`config.mk`:
```
export PLATFORM = sky130hd
export DESIGN_NAME = multicycle_ctrl_fsm
export DESIGN_NICKNAME = d
export VERILOG_FILES = /design/src/rtl/core_pkg.sv /design/src/rtl/multicycle_ctrl_fsm_instr_dec.sv /design/src/rtl/multicycle_ctrl_fsm.sv
export SDC_FILE = /design/constraint.sdc
export NUM_CORES = 1
export LEC_CHECK = 0
export BUFFER_PORTS_ARGS = -buffer_cell sky130_fd_sc_hd__buf_2
export CAP_MARGIN = 25
export CORE_AREA = 5 5 42 44
export CTS_BUF_LIST = sky130_fd_sc_hd__clkbuf_8 sky130_fd_sc_hd__clkbuf_16
export CTS_CLUSTER_DIAMETER = 100
export DETAILED_ROUTE_END_ITERATION = 16
export DIE_AREA = 0 0 47 49
export PLACE_DENSITY = 0.79
export RECOVER_POWER = 50
export SKIP_LAST_GASP = 1
export SLEW_MARGIN = 15
export SYNTH_ARGS = -nofsm -noshare
export SYNTH_HDL_FRONTEND = slang
export SYNTH_HIERARCHICAL = 1
export SYNTH_SLANG_ARGS = --single-unit
```
`constraint.sdc`:
```
create_clock -name clk -period 2.45 [get_ports clk]
set_input_delay 0.1225 -clock clk [delete_from_list [all_inputs] [get_ports clk]]
set_output_delay 0.1225 -clock clk [all_outputs]
set_load 0.02 [all_outputs]
```
`src/rtl/core_pkg.sv`:
```
// Shared encodings for the multicycle RV32I control path: FSM states, opcodes,
// ALUOp codes and datapath mux-select codes.
// No logic; constants and types only.
package core_pkg;

  typedef enum logic [3:0] {
    FETCH    = 4'd0,
    DECODE   = 4'd1,
    MEMADR   = 4'd2,
    MEMREAD  = 4'd3,
    MEMWB    = 4'd4,
    MEMWRITE = 4'd5,
    EXECUTER = 4'd6,
    EXECUTEI = 4'd7,
    ALUWB    = 4'd8,
    BEQ      = 4'd9,
    JAL      = 4'd10,
    TRAP     = 4'd11
  } state_t;

  // Opcodes
  localparam logic [6:0] OP_LW  = 7'b0000011;
  localparam logic [6:0] OP_SW  = 7'b0100011;
  localparam logic [6:0] OP_R   = 7'b0110011;
  localparam logic [6:0] OP_I   = 7'b0010011;
  localparam logic [6:0] OP_BEQ = 7'b1100011;
  localparam logic [6:0] OP_JAL = 7'b1101111;

  // ALUOp to the ALU decoder
  localparam logic [1:0] ALUOP_ADD   = 2'b00;
  localparam logic [1:0] ALUOP_SUB   = 2'b01;
  localparam logic [1:0] ALUOP_FUNCT = 2'b10;

  // Result mux
  localparam logic [1:0] RES_ALUOUT    = 2'b00;
  localparam logic [1:0] RES_DATA      = 2'b01;
  localparam logic [1:0] RES_ALURESULT = 2'b10;

  // ALU source A
  localparam logic [1:0] SRCA_PC    = 2'b00;
  localparam logic [1:0] SRCA_OLDPC = 2'b01;
  localparam logic [1:0] SRCA_RD1   = 2'b10;

  // ALU source B
  localparam logic [1:0] SRCB_RD2  = 2'b00;
  localparam logic [1:0] SRCB_IMM  = 2'b01;
  localparam logic [1:0] SRCB_FOUR = 2'b10;

  // Immediate format
  localparam logic [1:0] IMM_I = 2'b00;
  localparam logic [1:0] IMM_S = 2'b01;
  localparam logic [1:0] IMM_B = 2'b10;
  localparam logic [1:0] IMM_J = 2'b11;

  // Memory address mux
  localparam logic ADR_PC     = 1'b0;
  localparam logic ADR_ALUOUT = 1'b1;

endpackage

```
`src/rtl/multicycle_ctrl_fsm_instr_dec.sv`:
```
// Purpose: opcode -> immediate format select for the immediate extender.
// Latency: combinational, zero cycles.
// Backpressure: none; pure decode.
// Ports: op (instruction opcode) in, imm_src (immediate format) out.
module instr_dec
  import core_pkg::*;
(
  input  logic [6:0] op,
  output logic [1:0] imm_src
);

  always_comb begin
    imm_src = IMM_I;  // lw, I-type ALU, R-type and undefined opcodes
    case (op)
      OP_SW:   imm_src = IMM_S;
      OP_BEQ:  imm_src = IMM_B;
      OP_JAL:  imm_src = IMM_J;
      default: imm_src = IMM_I;
    endcase
  end

endmodule

```
`src/rtl/multicycle_ctrl_fsm.sv`:
```
// Purpose: main control FSM of the multicycle RV32I core (FETCH..WB sequencing).
// Latency: Moore outputs from state; imm_src (from op) and pc_write (zero/mem_ready) combinational.
// Backpressure: FETCH, MEMREAD and MEMWRITE hold until mem_ready=1.
// Ports: clk, reset_n (async, active low), op, zero, mem_ready in;
//        pc_write, adr_src, mem_write, ir_write, result_src, alu_src_a,
//        alu_src_b, imm_src, alu_op, reg_write, illegal out.
module multicycle_ctrl_fsm
  import core_pkg::*;
#(
  parameter bit TRAP_ON_ILLEGAL = 1'b1
) (
  input  logic       clk,
  input  logic       reset_n,
  input  logic [6:0] op,
  input  logic       zero,
  input  logic       mem_ready,
  output logic       pc_write,
  output logic       adr_src,
  output logic       mem_write,
  output logic       ir_write,
  output logic [1:0] result_src,
  output logic [1:0] alu_src_a,
  output logic [1:0] alu_src_b,
  output logic [1:0] imm_src,
  output logic [1:0] alu_op,
  output logic       reg_write,
  output logic       illegal
);

  state_t state, state_nxt;

  // Raw strobes before reset gating
  logic pc_update, branch, ir_wr, mem_wr, reg_wr;

  instr_dec u_instr_dec (
    .op      (op),
    .imm_src (imm_src)
  );

  always_ff @(posedge clk or negedge reset_n) begin
    if (!reset_n) state <= FETCH;
    else          state <= state_nxt;
  end

  // Next state. op is only looked at in DECODE and MEMADR, where the IR is stable.
  always_comb begin
    state_nxt = state;
    case (state)
      FETCH:    if (mem_ready) state_nxt = DECODE;
      DECODE: begin
        case (op)
          OP_LW, OP_SW: state_nxt = MEMADR;
          OP_R:         state_nxt = EXECUTER;
          OP_I:         state_nxt = EXECUTEI;
          OP_BEQ:       state_nxt = BEQ;
          OP_JAL:       state_nxt = JAL;
          default:      state_nxt = TRAP_ON_ILLEGAL ? TRAP : FETCH;
        endcase
      end
      MEMADR:   state_nxt = (op == OP_LW) ? MEMREAD : MEMWRITE;
      MEMREAD:  if (mem_ready) state_nxt = MEMWB;
      MEMWB:    state_nxt = FETCH;
      MEMWRITE: if (mem_ready) state_nxt = FETCH;
      EXECUTER: state_nxt = ALUWB;
      EXECUTEI: state_nxt = ALUWB;
      ALUWB:    state_nxt = FETCH;
      BEQ:      state_nxt = FETCH;
      JAL:      state_nxt = ALUWB;
      TRAP:     state_nxt = TRAP;   // absorbing until reset
      default:  state_nxt = FETCH;
    endcase
  end

  // Moore output decode
  always_comb begin
    pc_update  = 1'b0;
    branch     = 1'b0;
    ir_wr      = 1'b0;
    mem_wr     = 1'b0;
    reg_wr     = 1'b0;
    adr_src    = ADR_PC;
    result_src = 2'b00;
    alu_src_a  = 2'b00;
    alu_src_b  = 2'b00;
    alu_op     = 2'b00;
    case (state)
      FETCH: begin
        alu_src_a  = SRCA_PC;
        alu_src_b  = SRCB_FOUR;
        alu_op     = ALUOP_ADD;
        result_src = RES_ALURESULT;
        ir_wr      = mem_ready;
        pc_update  = mem_ready;
      end
      DECODE: begin
        // Precompute branch target OldPC + imm into ALUOut
        alu_src_a = SRCA_OLDPC;
        alu_src_b = SRCB_IMM;
        alu_op    = ALUOP_ADD;
      end
      MEMADR: begin
        alu_src_a = SRCA_RD1;
        alu_src_b = SRCB_IMM;
        alu_op    = ALUOP_ADD;
      end
      MEMREAD: begin
        adr_src    = ADR_ALUOUT;
        result_src = RES_ALUOUT;
      end
      MEMWB: begin
        result_src = RES_DATA;
        reg_wr     = 1'b1;
      end
      MEMWRITE: begin
        // Write strobe held until memory accepts it
        adr_src    = ADR_ALUOUT;
        result_src = RES_ALUOUT;
        mem_wr     = 1'b1;
      end
      EXECUTER: begin
        alu_src_a = SRCA_RD1;
        alu_src_b = SRCB_RD2;
        alu_op    = ALUOP_FUNCT;
      end
      EXECUTEI: begin
        alu_src_a = SRCA_RD1;
        alu_src_b = SRCB_IMM;
        alu_op    = ALUOP_FUNCT;
      end
      ALUWB: begin
        result_src = RES_ALUOUT;
        reg_wr     = 1'b1;
      end
      BEQ: begin
        alu_src_a  = SRCA_RD1;
        alu_src_b  = SRCB_RD2;
        alu_op     = ALUOP_SUB;
        result_src = RES_ALUOUT;
        branch     = 1'b1;
      end
      JAL: begin
        // ALUResult = OldPC + 4 is the link value; ALUOut (target) goes to PC
        alu_src_a  = SRCA_OLDPC;
        alu_src_b  = SRCB_FOUR;
        alu_op     = ALUOP_ADD;
        result_src = RES_ALUOUT;
        pc_update  = 1'b1;
      end
      default: ;  // TRAP: everything at defaults
    endcase
  end

  // Strobes are gated by reset_n so an asserted reset kills any in-flight
  // write in the same cycle rather than at the next clock edge.
  assign pc_write  = reset_n & (pc_update | (branch & zero));
  assign ir_write  = reset_n & ir_wr;
  assign mem_write = reset_n & mem_wr;
  assign reg_write = reset_n & reg_wr;
  assign illegal   = (state == TRAP);

endmodule

```
* Word level (Yosys, flattened, before mapping)
Cells that the tools add are included.
Cells by class: magnitude comparators 0, reductions and logical operators 11, shift-type cells 0, $add $sub $neg 0, equality and inequality tests 20, div/mod/pow operators 0, multipliers 0, bitwise gates (word level) 6, muxes and demuxes 17
Operators by type and width (count):
- case mux 4 bit (7 select lines) | 1
- case mux 4 bit (5 select lines) | 1
- == test 4 x 3 -> 1 bit (second input constant) | 4
- == test 4 bit (second input constant) | 4
- case mux 2 bit (2 select lines) | 4
- == test 7 x 6 -> 1 bit (second input constant) | 2
- == test 7 bit (second input constant) | 2
- two-way mux 4 bit | 3
- OR reduction 2 bit | 6
- == test 4 x 2 -> 1 bit (second input constant) | 2
- == test 7 x 2 -> 1 bit (second input constant) | 1
- == test 7 x 5 -> 1 bit (second input constant) | 1
- != test 2 bit (second input constant) | 3
- case mux 2 bit (3 select lines) | 1
- OR reduction 3 bit | 2
- bitwise AND 1 bit | 5
- two-way mux 1 bit | 5
- == test 4 x 1 -> 1 bit (second input constant) | 1
- logical NOT 4 bit | 1
- OR reduction 4 bit | 1
- two-way mux 3 bit | 1
- AND reduction 3 bit | 1
- case mux 1 bit (2 select lines) | 1
- bitwise OR 1 bit | 1
Storage, ports and cells: register bits 4, memories kept 0, input port bits 11, latch bits 0, RAM bits 0, bits in read-only memories 0

* Depth between registers and ports, before layout
Gate-level depths: netlist of run 1.
depth after elaboration 5, mapped depth 5, depth with buffers taken out 3

* By module
Netlist of run 1, hierarchy kept.
By module, submodules not included:
- multicycle_ctrl_fsm | times used 1, cells an instance 79, area an instance 580.6 µm²
- instr_dec | times used 1, cells an instance 6, area an instance 43.8 µm²

* Least setup slack after synthesis of run 1
No wires, ideal clock.
path type flip-flop to output port, start register state[1], end output port pc_write, path slack 840 ps, cell stages (with the launch flop) 6, required time 2328 ps, path buffers 2, arrival 1488 ps, cells stage by stage dfrtp_1 -> buf_2 -> buf_2 -> nor2_1 -> nand3_1 -> a211oi_1
Between the ends: word-level cells in the longest chain between the ends 5
RTL lines:
- start, declared | RTL line multicycle_ctrl_fsm.sv:30 | state_t state, state_nxt;
- start signal, assigned | RTL line multicycle_ctrl_fsm.sv:42 | else state <= state_nxt;
- == test 4 bit | RTL line multicycle_ctrl_fsm.sv:86 | case (state)
- two-way mux 1 bit | RTL line multicycle_ctrl_fsm.sv:86
- bitwise AND 1 bit | RTL line multicycle_ctrl_fsm.sv:155 | assign pc_write = reset_n & (pc_update | (branch & zero));
- bitwise OR 1 bit (*) | RTL line multicycle_ctrl_fsm.sv:155
- bitwise AND 1 bit (*) | RTL line multicycle_ctrl_fsm.sv:155
- end, declared | RTL line multicycle_ctrl_fsm.sv:17 | output logic pc_write,
Mark *: on every way between the ends. The rest lies on a longest branch, timed or not.

* Worst setup path in the final report of run 1
Same ends and word-level chain as after synthesis.

==> key figures, run 1 <==
Run status
  • Status: completed

Synth
  • Number of library cell types mapped by synthesis: 38
  • Largest family of logic cells by synthesized area: simple AND/OR/NAND/NOR gates
  • Commonest cells in the synthesized netlist: nand2b_1 (7), nor2_1 (7), buf_2 (5), nor3_1 (5)
  • Cell taking the most area after synthesis: dfrtp_1
  • Syn_nets: 96
  • Synth Area in Simple Gates: 0.451
  • Synthesized area per cell: between 7 and 8 sq um
  • Synth area leaders: dfrtp_1 (16%), nand2b_1 (7.0%), nor2_1 (4.2%)
  • Post-synth top area share: 0.160
  • FFs w/ async S/R, synth: 1.00
  • Post-synthesis sequential area ratio: 0.160
  • Xor/xnor share of the synthesized area: 0.0421
  • Number of synthesized flops with an enable pin: 0
  • Compound-cell area share of the yosys netlist: 0.248
  • Synth Cell Area: about 620 sq um
  • Cells after synthesis: 85
  • Adder-cell share of the synthesized area: 0
  • Top FF cell, synth: dfrtp_1
  • Yosys warns: 6
  • Mux contribution to synthesized area: 0.0160
  • FF+latch count, synth: 4

Power and ir drop
  • Pwr Density: between 300 and 400 nW/um^2
  • P_leak: between 0.3 and 0.4 nW
  • Pint: approximately 0.18 mW
  • Comb pwr share: 0.124
  • Sw Pwr: 0.0508 mW
  • Sequential Power Share: 0.285
  • Total power: roughly 0.23 mW
  • Sw frac: 0.217
  • Clock power share: 0.591
  • Maximum vdd drop: approximately 0.22 mV

Placed design
  • Gpl congestion: 0.770
  • # port buffers: 26
  • Dpl hpwl: between 1000 and 1500 um
  • Post-Place Cells: 120

Timing
  • Final Slew Violations: 0
  • Final Hold Vio Count: 0
  • RSZ-0062 raised after global routing: false
  • Final hold slack: around 0.23 ns
  • Fmax: 536 MHz
  • Clock Skew: 0.00251 ns
  • Slew headroom: 0.592
  • Final worst path period share: 0.762
  • Slew at the pin with the worst max-slew slack: around 0.6 ns
  • Minimum clock period after layout: around 1.9 ns
  • Final setup fails: 0
  • Total Neg Setup Slack: 0 ns

Clocking
  • Buffer count from post-CTS setup fixing: 0
  • Total CTS buffers: 3
  • CTS resizes: 0
  • CTS Root Cell: clkbuf_8
  • Clock latency on the worst-skew pair: ~0.22 ns
  • Clk slew on worst S/H paths: 0.03 ns
  • Htree depth: 1
  • Hold_buf cts: 1
  • CTS tree: done
  • Max Root-Sink Buffers: 2
  • Clk sinks: 4

Worst setup path
  • Crit. End Element: output port
  • CP Max Fanout: 21
  • CP Data Arrival Time: 1.74 ns
  • WP data required: approximately 2.3 ns
  • Worst Setup Start Kind: register
  • Crit path kind: register to output port

Die
  • Core area: approximately 1400 sq um
  • Top Ports: 27
  • Die H: roughly 50 um
  • Total die area: 2300 sq um
  • Row Count: 14
  • Starting Density: 0.446
  • Die width: approximately 47 um

Routing
  • WL per Instance: between 10 and 15 um
  • Post-route ant nets: 0
  • First-pass detailed-route iteration total: 4
  • Via count: 734
  • Final wirelength: 1630 um
  • DR iter-0 viols: 13
  • Drt drc: 0
  • Vias per cell: slightly below 6

Layout
  • Area Growth Syn to Fin: 22.2%
  • Antenna Cells: 0
  • Biggest regs: state: 4 flops
  • Max reg flops: 4
  • Reg with most FFs: state
  • Nets@finish: 121
  • Final Core Density: 0.545
  • Share of layout cells above drive strength 1: 0.231
  • Non-filler cells, final: about 120

Global routing
  • Global-route wire length before repair: 2740 um
  • Largest net degree at the start of global routing: 22
  • Antenna violations before repair: 0
  • Vias in the first global route: about 630
  • Total gr overflow: 0
  • Total GRT Usage: 0.157

Run
  • Max-Cap Viols: 0

Hold path
  • Hold crit path type: input pin to register
-- cell usage in the layout, fill, tap and decap left out, types with 2 or more instances in the layout --
cell / instances
nand2_1: 4
a21oi_1: 4
o21ai_0: 3
inv_1: 3
nand3_1: 4
xnor2_1: 2
nand4_1: 2
dfrtp_1: 4
nor3_1: 5
a311o_1: 2
clkbuf_8: 3
o211ai_1: 2
a211oi_1: 2
or3_1: 4
clkbuf_1: 6
and3_1: 2
buf_2: 20
nand2b_1: 7
nor2_1: 7
nor2b_1: 3
-- metal layers --
layer / vias to the layer above / global-route usage / share of wire
li1: 370 / - / -
met1: 334 / 0.204 / 0.44
met2: 25 / 0.235 / 0.47
met3: 5 / 0.0221 / 0.058
met4: 0 / 0.0922 / 0.023
met5: - / 0 / 0
-- worst max-delay path, cell delays in order, from the launching register on --
cell and delay (ns):
dfrtp_1 0.72, nor2b_1 0.24, o21ai_0 0.11, a211oi_1 0.25
buf_2 0.20
-- power by group through the flow --
stage | Clock [mW] | Combinational, mW | Sequential [mW]
floorplan | 0 | 0.00850 | 0.0673
global placement | 0 | 0.0274 | 0.0673
detailed placement | 0 | 0.0280 | 0.0673
CTS | 0.140 | 0.0293 | 0.0666
global route | 0.150 | 0.0328 | 0.0665
finish | 0.138 | 0.0290 | 0.0666
-- cell type report --
cell class              instances  area [sq um]
well taps                      16          20.0
fillers                       160           638
clock buffers                   3          41.3
multi-input cells              71           458
inverters                       3          11.3
repair buffers                 27           133
flip-flops and latches          4           100
-- stage by stage --
step	instance area [sq um]	setup slack [ns]
final	763	0.584
after global routing	763	0.385
after CTS	786	0.555
after detailed placement	734	0.796
after global placement	734	0.853
after floorplan	624	0.840
-- worst paths after layout --
| kind | from | to | slack, ns | cells past startpoint |
|---|---|---|---|---|
| max in group asynchronous | reset_n | state[1]$_DFFE_PN0P_ | 1.92 | 2 |
| worst max-delay path | state[1]$_DFFE_PN0P_ | pc_write | 0.58 | 4 |
| worst min-delay path | op[0] | state[2]$_DFFE_PN0P_ | 0.23 | 3 |
| min in group asynchronous | reset_n | state[3]$_DFFE_PN0P_ | 0.30 | 2 |
| worst min register to register | state[3]$_DFFE_PN0P_ | state[2]$_DFFE_PN0P_ | 0.79 | 1 |
| worst max register to register | state[0]$_DFFE_PN0P_ | state[2]$_DFFE_PN0P_ | 0.64 | 3 |
-- cells by family after synthesis --
| kind of cell | after synthesis |
|---|---|
| flops | 4 |
| buf+inv | 10 |
| simple gates | 46 |
| compound gates | 21 |
| mux | 1 |
| xor+xnor | 3 |
Note: power is estimated with default switching activity, not from simulation.
==> inputs of run 2 (changes only) <==
- ABC_AREA: default -> 1
- CORE_AREA: 5 5 42 44 -> default
- CORE_MARGIN: default -> 5
- CORE_UTILIZATION: default -> 39
- DIE_AREA: 0 0 47 49 -> default
- PLACE_DENSITY: 0.79 -> 0.73
- clock period: 2.45 -> 1.6 ns (I/O delays scaled with it)
==> run 2 against run 1 <==
  * Critical path depth increased by 3
  * Clock power increased by 46%
  * Sequential share of layout area increased by 0.31 points
  * Sequential cell count unchanged
==> key figures, run 2 <==
Placed design
  • # port buffers: 26
  • Gpl congestion: around 0.88
  • DP Area: 692 sq um
  • Post-Place Cells: between 100 and 150
  • Dpl ws: between 0.2 and 0.3 ns
  • Dpl hpwl: roughly 1200 um

Clocking
  • Clk slew on worst S/H paths: 0.03 ns
  • Clock latency on the worst-skew pair: 0.21 ns
  • Clk sinks: 4
  • CTS Root Cell: clkbuf_8
  • Max Root-Sink Buffers: 2
  • Htree depth: 1
  • CTS tree: done
  • Total CTS buffers: 3

Layout
  • Antenna Cells: 0
  • Area of the multi-input gates: 359 sq um
  • Non-filler cells, final: 153
  • Reg with most FFs: state
  • Total area of sequential cells: between 100 and 150 sq um
  • Most common cell after layout, fill and taps aside: nand2_1
  • Fill count: roughly 140
  • Design area: approximately 750 sq um
  • Most frequent cells in the layout: nand2_1 (43), inv_1 (25), buf_2 (20)
  • Nets@finish: between 150 and 200
  • Biggest regs: state: 4 flops
  • Final Core Density: 0.573
  • Share of layout cells above drive strength 1: 0.225
  • Max reg flops: 4
  • Area Growth Syn to Fin: 37.3%

Synth
  • Cell taking the most area after synthesis: nand2_1
  • Commonest cells in the synthesized netlist: nand2_1 (43), inv_1 (24), nor2_1 (16)
  • Number of synthesized flops with an enable pin: 0
  • FFs w/ async S/R, synth: 1.00
  • Post-synth top area share: 0.297
  • Synth Cell Area: about 540 sq um
  • Cell with the most instances after synthesis: nand2_1
  • Number of library cell types mapped by synthesis: 17
  • Top FF cell, synth: dfrtp_1
  • Syn_nets: 119
  • Post-synthesis sequential area ratio: 0.184
  • Cells after synthesis: ~110
  • Yosys warns: 6
  • Synth area leaders: nand2_1 (30%), dfrtp_1 (18%), inv_1 (17%)
  • Synthesized area per cell: around 5.0 sq um
  • FF+latch count, synth: 4

Global routing
  • Antenna violations before repair: 0
  • Vias in the first global route: just over 600
  • Global-route wire length before repair: 2380 um
  • Total GRT Usage: 0.145
  • Largest net degree at the start of global routing: 7
  • Total gr overflow: 0

Worst setup path
  • Crit. End Element: output port
  • Worst Reg-to-Reg Cells: 8
  • Crit path buf inv count: 3
  • CP Data Arrival Time: 1.40 ns
  • Worst path slowest cell: dfrtp_1
  • CP startpoint: state[2]$_DFFE_PN0P_
  • Critical-path cell list: inv_1 -> nor2_1 -> inv_1 -> nor2_1 -> nor2_1 -> nand2_1 -> buf_2
  • CP endpoint: alu_src_a[1]
  • Levels on crit path: 7
  • R2R Setup Slk: roughly 0.28 ns
  • Crit path kind: register to output port
  • Worst Setup Start Kind: register
  • WP data required: around 1.5 ns
  • Critical Path Max Stage Delay: 0.39 ns
  • Worst r2r dst: state[0]$_DFFE_PN0P_
  • Worst R2R Start: state[2]$_DFFE_PN0P_
  • Cell mode on critical path: nor2_1
  • CP Max Fanout: 4
  • Worst path top cell family by delay: simple AND/OR/NAND/NOR gates

Routing
  • Drt drc: 0
  • Post-route ant nets: 0
  • Vias per cell: roughly 4.6
  • DR iter-0 viols: 9
  • Via count: a little over 700
  • Final wirelength: approximately 1400 um
  • WL per Instance: between 9 and 10 um
  • First-pass detailed-route iteration total: 4

Power and ir drop
  • P_leak: 0.493 nW
  • Pwr Density: between 1500 and 2000 nW/um^2
  • Maximum vdd drop: roughly 0.5 mV
  • Total power: ~1.2 mW

Timing
  • Slew headroom: 0.827
  • Final hold slack: about 0.20 ns
  • RSZ-0062 raised after global routing: false
  • Total Neg Setup Slack: 0 ns
  • Clock Skew: around 0.0018 ns
  • Final setup fails: 0
  • Fmax: just under 700 MHz
  • Final Hold Vio Count: 0
  • Final worst path period share: 0.927
  • Minimum clock period after layout: ~1.5 ns
  • Slew at the pin with the worst max-slew slack: around 0.26 ns
  • Final Slew Violations: 0
  • PnR worst setup slack: ~0.12 ns

Die
  • Total die area: 2240 sq um
  • Die width: around 47 um
  • Starting Density: 0.417
  • Top Ports: 27
  • Row Count: 13
  • Core area: approximately 1300 sq um
  • Die H: approximately 47 um

Run
  • Max-Cap Viols: 0

Hold path
  • Hold crit path type: input pin to register

Run status
  • Status: completed
## run 2: cell types whose count changed after synthesis, sizes merged, moves of 2 or more
cell    delta
and3       -2
nor2      +12
buf        -6
nor2b      -3
nand2     +41
a21boi     -2
nand2b     -7
xnor2      -2
nor3       -6
inv       +22
or3        -4
a311o      -2
a21oi      -2
## run 2: report_power, final
group	internal, mW	switching (mW)	leakage (nW)
Combinational	0.255	0.552	0.421
Sequential	0.146	0.0531	0.0510
Clock	0.160	0.0429	0.0216
## run 2: cell families (layout without fill, tap and decap cells)
logic type             Yosys count  in the layout  share of synthesized area
AND/OR/NAND/NOR                 70             70                      0.532
buffers and inverters           25             55                      0.173
flip-flops                       4              4                      0.184
AO/OA/AOI/OAI                    9              9                      0.111
## run 2: worst min-delay path by stage
stage	from	to	slack (ns)	cells past startpoint
finish	mem_ready	state[2]$_DFFE_PN0P_	0.20	5
global route	reset_n	state[3]$_DFFE_PN0P_	0.24	2
CTS	reset_n	state[2]$_DFFE_PN0P_	0.21	2
detailed placement	reset_n	state[0]$_DFFE_PN0P_	-0.10	1
global placement	reset_n	state[0]$_DFFE_PN0P_	-0.10	1
floorplan	reset_n	state[0]$_DFFE_PN0P_	-0.22	0
## run 2: repair_timing
item / CTS / global route
hold buffers: 1 / 0
endpoints found under the setup margin: 0 / 3
endpoints found under the hold margin: 4 / 0
setup buffers: 0 / 0
resized for setup: 0 / 3
## run 2: per-layer routing
metal  vias to the layer above  global-route usage  routed length (um)
li1                        384                   -                   -
met1                       301               0.175                 634
met2                        22               0.254                 666
met3                         0              0.0307                 133
met4                         0              0.0442                   0
met5                         -                   0                   0
## run 2: final cells by class
| cell class | instances | area share |
|---|---|---|
| clock buffers | 3 | 0.0554 |
| inverters | 25 | 0.126 |
| multi-input cells | 79 | 0.482 |
| flip-flops and latches | 4 | 0.134 |
| well taps | 15 | 0.0252 |
| repair buffers | 27 | 0.178 |
## run 2: worst reg2reg max path, delay by kind of cell, from the launching register on
family	cells	cell delay, ns
buffers and inverters	2	0.16
flip-flops	1	0.39
AND/OR/NAND/NOR	6	0.69
